===== src/rtl/recorder_control.sv =====
// +----------------------------------------------------------------------+
// | recorder_control: record/playback FSM for a two-clip audio recorder. |
// | Revision 1.0                                                         |
// +----------------------------------------------------------------------+
`default_nettype none

module recorder_control #(
  parameter int OFFSET_W = 14
) (
  input  logic                clock,
  input  logic                reset,
  input  logic [4:0]          sync,
  input  logic                sample_tick,
  output logic [OFFSET_W:0]   mem_addr,
  output logic                mem_we,
  output logic                mem_re,
  output logic                recording,
  output logic                playing,
  output logic                done
);

  localparam logic [1:0] IDLE = 2'd0;
  localparam logic [1:0] REC  = 2'd1;
  localparam logic [1:0] PLAY = 2'd2;

  logic                soft_clear;
  logic                rec_btn;
  logic                play_btn;
  logic                clip_wr;
  logic                clip_rd;

  logic                prev_rec;
  logic                prev_play;
  logic                rec_edge;
  logic                play_edge;

  logic [1:0]          state;
  logic                cur_clip;
  logic [OFFSET_W-1:0] offset;
  logic [OFFSET_W:0]   len [2];

  logic [OFFSET_W:0]   offset_next;
  logic [OFFSET_W:0]   len_entry;
  logic [OFFSET_W:0]   len_cur;
  logic                last_slot;
  logic                last_read;

  assign soft_clear = sync[4];
  assign rec_btn    = sync[3];
  assign play_btn   = sync[2];
  assign clip_wr    = sync[1];
  assign clip_rd    = sync[0];

  assign rec_edge   = rec_btn & ~prev_rec;
  assign play_edge  = play_btn & ~prev_play;

  assign offset_next = {1'b0, offset} + {{OFFSET_W{1'b0}}, 1'b1};
  assign len_entry   = clip_rd ? len[1] : len[0];
  assign len_cur     = cur_clip ? len[1] : len[0];
  assign last_slot   = &offset;
  assign last_read   = (offset_next == len_cur);

  // Edge history keeps tracking the buttons even during soft reset.
  always_ff @(posedge clock or negedge reset) begin
    if (!reset) begin
      prev_rec  <= 1'b0;
      prev_play <= 1'b0;
    end else begin
      prev_rec  <= rec_btn;
      prev_play <= play_btn;
    end
  end

  always_ff @(posedge clock or negedge reset) begin
    if (!reset) begin
      state     <= IDLE;
      cur_clip  <= 1'b0;
      offset    <= '0;
      len[0]    <= '0;
      len[1]    <= '0;
      mem_addr  <= '0;
      mem_we    <= 1'b0;
      mem_re    <= 1'b0;
      recording <= 1'b0;
      playing   <= 1'b0;
      done      <= 1'b0;
    end else if (soft_clear) begin
      state     <= IDLE;
      cur_clip  <= 1'b0;
      offset    <= '0;
      len[0]    <= '0;
      len[1]    <= '0;
      mem_addr  <= '0;
      mem_we    <= 1'b0;
      mem_re    <= 1'b0;
      recording <= 1'b0;
      playing   <= 1'b0;
      done      <= 1'b0;
    end else begin
      mem_we <= 1'b0;
      mem_re <= 1'b0;
      done   <= 1'b0;

      case (state)
        IDLE: begin
          if (rec_edge) begin
            state         <= REC;
            recording     <= 1'b1;
            cur_clip      <= clip_wr;
            offset        <= '0;
            len[clip_wr]  <= '0;
          end else if (play_edge) begin
            if (len_entry != '0) begin
              state    <= PLAY;
              playing  <= 1'b1;
              cur_clip <= clip_rd;
              offset   <= '0;
            end else begin
              done <= 1'b1;
            end
          end
        end

        // A stop press outranks a coincident tick: no write that cycle.
        REC: begin
          if (rec_edge) begin
            state     <= IDLE;
            recording <= 1'b0;
            done      <= 1'b1;
          end else if (sample_tick) begin
            mem_we        <= 1'b1;
            mem_addr      <= {cur_clip, offset};
            len[cur_clip] <= offset_next;
            if (last_slot) begin
              state     <= IDLE;
              recording <= 1'b0;
              done      <= 1'b1;
            end else begin
              offset <= offset + 1'b1;
            end
          end
        end

        PLAY: begin
          if (play_edge) begin
            state   <= IDLE;
            playing <= 1'b0;
            done    <= 1'b1;
          end else if (sample_tick) begin
            mem_re   <= 1'b1;
            mem_addr <= {cur_clip, offset};
            if (last_read) begin
              state   <= IDLE;
              playing <= 1'b0;
              done    <= 1'b1;
            end else begin
              offset <= offset + 1'b1;
            end
          end
        end

        default: begin
          state     <= IDLE;
          recording <= 1'b0;
          playing   <= 1'b0;
        end
      endcase
    end
  end

endmodule

`default_nettype wire


===== config.mk =====
export PLATFORM = sky130hd
export DESIGN_NAME = recorder_control
export DESIGN_NICKNAME = d
export VERILOG_FILES = /design/src/rtl/recorder_control.sv
export SDC_FILE = /design/constraint.sdc
export NUM_CORES = 1
export LEC_CHECK = 0
export CORE_AREA = 10 10 118 120
export DETAILED_ROUTE_END_ITERATION = 12
export DIE_AREA = 0 0 128 130
export GPL_TIMING_DRIVEN = 1
export PLACE_DENSITY = 0.56
export SKIP_CTS_REPAIR_TIMING = 1
export SYNTH_ARGS = -nofsm -noshare
export SYNTH_HDL_FRONTEND = slang
export SYNTH_SLANG_ARGS = --single-unit

===== constraint.sdc =====
create_clock -name clock -period 3.7 [get_ports clock]
set_input_delay 0.555 -clock clock [delete_from_list [all_inputs] [get_ports clock]]
set_output_delay 0.555 -clock clock [all_outputs]
set_load 0.01 [all_outputs]

==> metrics.txt <==
status complete, no violations; largest cells by area after synthesis dfrtp_1 41%, o21ai_0 5.7%, nand2_1 4.7%; Final Wtd Congestion 0.911; Yosys Warn Count 0; Skew-Pair Late Insertion Delay 0.34 ns; Routed WL per cell 17.8 µm; Final Critical Period 3.25 ns; Synth cell types 62; all-layer global routing usage 13.6%; M1 GR Usage 18.7%; global-route wire length before repair 18000 µm; TritonCTS Sinks 69; Max Buffers Root-to-Sink 2; 1st-iter DRT viols 343; # IOs 28; port buffer count 27; share of layout cells above drive strength 1 10.2%; TritonCTS Buffers 9; maximum VDD drop 257 µV; MaxCap Viol Count 0; initial antenna violation count 0; sequential share of the synthesized area 41.1%; final cell count without fillers 606; dpl cells 592; leak pwr 1.95 nW; vias in the first global route 3293; Initial Util 35.9%; largest net degree at the start of global routing 35; crit path launch type register; count of flip-flops with a built-in enable after synthesis 0; Slowest cell on crit path dfrtp_1; die area 16600 µm²; Chip Height 130 µm; post-synth top area cell dfrtp_1; clock transition at the registers of the reported paths 0.05 ns; Area Overhead vs Synth 14.8%; worst-path fanout max 12; remaining antenna violation count after routing 0; diode count 0; Site Rows 40; Mapped Avg Cell Area 9.48 µm²; # nets final 469; most common flop cell mapped by yosys dfrtp_1; Synth async-reset ratio 100%; Post-Synthesis Cells 443; Crit path max-delay family compound AO/OA/AOI/OAI gates; WP data arrival 3.47 ns; H-Tree Depth 3; transition time of the tightest slew-check pin 0.789 ns; Pwr Density 450 nW/µm²; share of the synthesized area in the top cell type 41.1%; total power 2.17 mW; width of the die 128 µm; max incr delay on CP 0.50 ns; count of state elements after synthesis 69; Slew HR 47.2%; unrepaired setup endpoints after global routing false; DP Wirelength 8250 µm; crit path cell chain ha_1, and3_1, xnor2_1, xor2_1, a2111oi_0, nand4_1, o21ai_2, o31a_4, mux2_2; Vias per Instance 5.59; Post-Route WL 10800 µm; Pre-antenna DRT Iters 6; CP required 3.92 ns; CP bufs+invs 0; Root Buffer clkbuf_16; area of the mapped netlist 4200 µm²; CTS tree built; final setup fails 0; DRC Markers 0; total negative slack 0 ns; fill cell count 1197; grt total ovfl 0; max-slew violation count 0; Vias 3389; Syn Nets 456; Final Hold Fails 0; grt met2 use 20.1%; gr busiest metal met2; met3 usage 3.33%; crit path kind register to register; Core Area 11700 µm²; Clock Skew 0.00431 ns; Setup crit end kind register; Tcrit/Tclk final 87.7%; worst hold path class input pin to asynchronous set/reset pin; fmax 308 MHz; Fin Hold WS 0.298 ns
cell families after synthesis:
logic type / after synthesis / synth area share (%)
buffers and inverters: 44 / 5.15
adder cells (fa/ha/maj): 5 / 1.49
XOR/XNOR: 27 / 6.61
AO/OA/AOI/OAI: 113 / 17.9
multiplexers: 28 / 7.63
flip-flops: 69 / 41.1
AND/OR/NAND/NOR: 157 / 20.1
flip-flops by register name, summed over array words and instances (netlist names), 2 cells and up:
register / count
mem_addr: 15
offset: 14
state: 2
len: 30
cell type report:
class / instances / area [µm²] / share of cell area (%)
Sequential cell: 69 / 1730 / 35.8
Timing Repair Buffer: 36 / 333 / 6.90
Inverter: 10 / 37.5 / 0.778
Clock buffer: 13 / 280 / 5.81
Multi-Input combinational cell: 330 / 2260 / 46.8
Clock inverter: 1 / 5.00 / 0.104
Tap cell: 147 / 184 / 3.81
layout by cell type (no fill, tap or decap), types with 3 or more instances in the layout:
cell / netlist / routed
and3_1: 4 / 4
nand4_1: 7 / 7
nand2b_1: 17 / 17
xnor3_1: 3 / 3
a22o_1: 5 / 5
or3_1: 3 / 3
o22a_1: 3 / 3
nor3_1: 13 / 13
dfrtp_1: 69 / 69
a21oi_1: 8 / 8
inv_1: 10 / 10
mux2i_1: 17 / 17
a22oi_1: 5 / 5
nor2_1: 25 / 25
buf_4: 6 / 9
mux2_4: 7 / 7
nor3b_1: 3 / 3
clkbuf_16: 0 / 9
nor2b_1: 7 / 7
mux2_2: 4 / 4
a211oi_1: 4 / 4
xor2_1: 7 / 7
clkdlybuf4s50_1: 0 / 26
a32oi_1: 9 / 9
o21a_1: 3 / 3
nand3_1: 4 / 4
o31ai_1: 4 / 4
a311oi_1: 4 / 4
clkbuf_8: 0 / 4
xnor2_1: 17 / 17
nand2_1: 53 / 53
nor4_1: 9 / 9
o21ai_0: 48 / 48
ha_1: 5 / 5
a21o_1: 3 / 3
routing by layer:
layer	routed length, µm	vias up	part of all wire [%]
met3	746	18	6.9
met2	4750	124	44
met5	0	-	0
li1	-	1616	-
met1	5110	1631	47
met4	204	0	1.9
stage by stage:
stage | area (µm²) | utilization [%] | setup slack (ns)
after floorplan | 4200 | - | 0.944
after global placement | 4540 | 38.7 | 0.625
after detailed placement | 4540 | 38.7 | 0.484
after CTS | 4820 | 41.2 | 0.469
after global routing | 4820 | 41.2 | 0.231
final | 4820 | 41.2 | 0.455
power breakdown:
group	switching [mW]	internal, mW
sequential	0.0346	0.781
combinational	0.334	0.202
clock	0.302	0.518
cells in the mapped netlist, drive strengths merged, types with 3 or more instances:
| library cell | count |
|---|---|
| nor2 | 25 |
| xnor3 | 3 |
| dfrtp | 69 |
| xor2 | 7 |
| inv | 10 |
| o31ai | 4 |
| and3 | 4 |
| a211oi | 4 |
| xnor2 | 17 |
| or3 | 3 |
| mux2 | 11 |
| ha | 5 |
| nor4 | 10 |
| nor3b | 3 |
| a22o | 5 |
| o21a | 3 |
| nand3 | 6 |
| a32oi | 9 |
| o21ai | 51 |
| nand2b | 17 |
| nor2b | 7 |
| nand4 | 8 |
| clkbuf | 21 |
| a22oi | 5 |
| o22a | 3 |
| nor3 | 14 |
| buf | 13 |
| a21o | 3 |
| nand2 | 53 |
| a21oi | 8 |
| mux2i | 17 |
| a311oi | 4 |
worst paths after layout:
check | startpoint | endpoint | slack [ns] | cells after the start
max | offset[0] | offset[1] | 0.45 | 9
min | reset | state[0] | 0.30 | 1
max reg2reg | offset[0] | offset[1] | 0.45 | 9
min reg2reg | mem_addr[5] | mem_addr[5] | 0.47 | 2
max in group asynchronous | reset | len[2] | 2.63 | 2
min in group clock | mem_addr[5] | mem_addr[5] | 0.47 | 2
No activity file was read; power rests on OpenSTA's default activity.
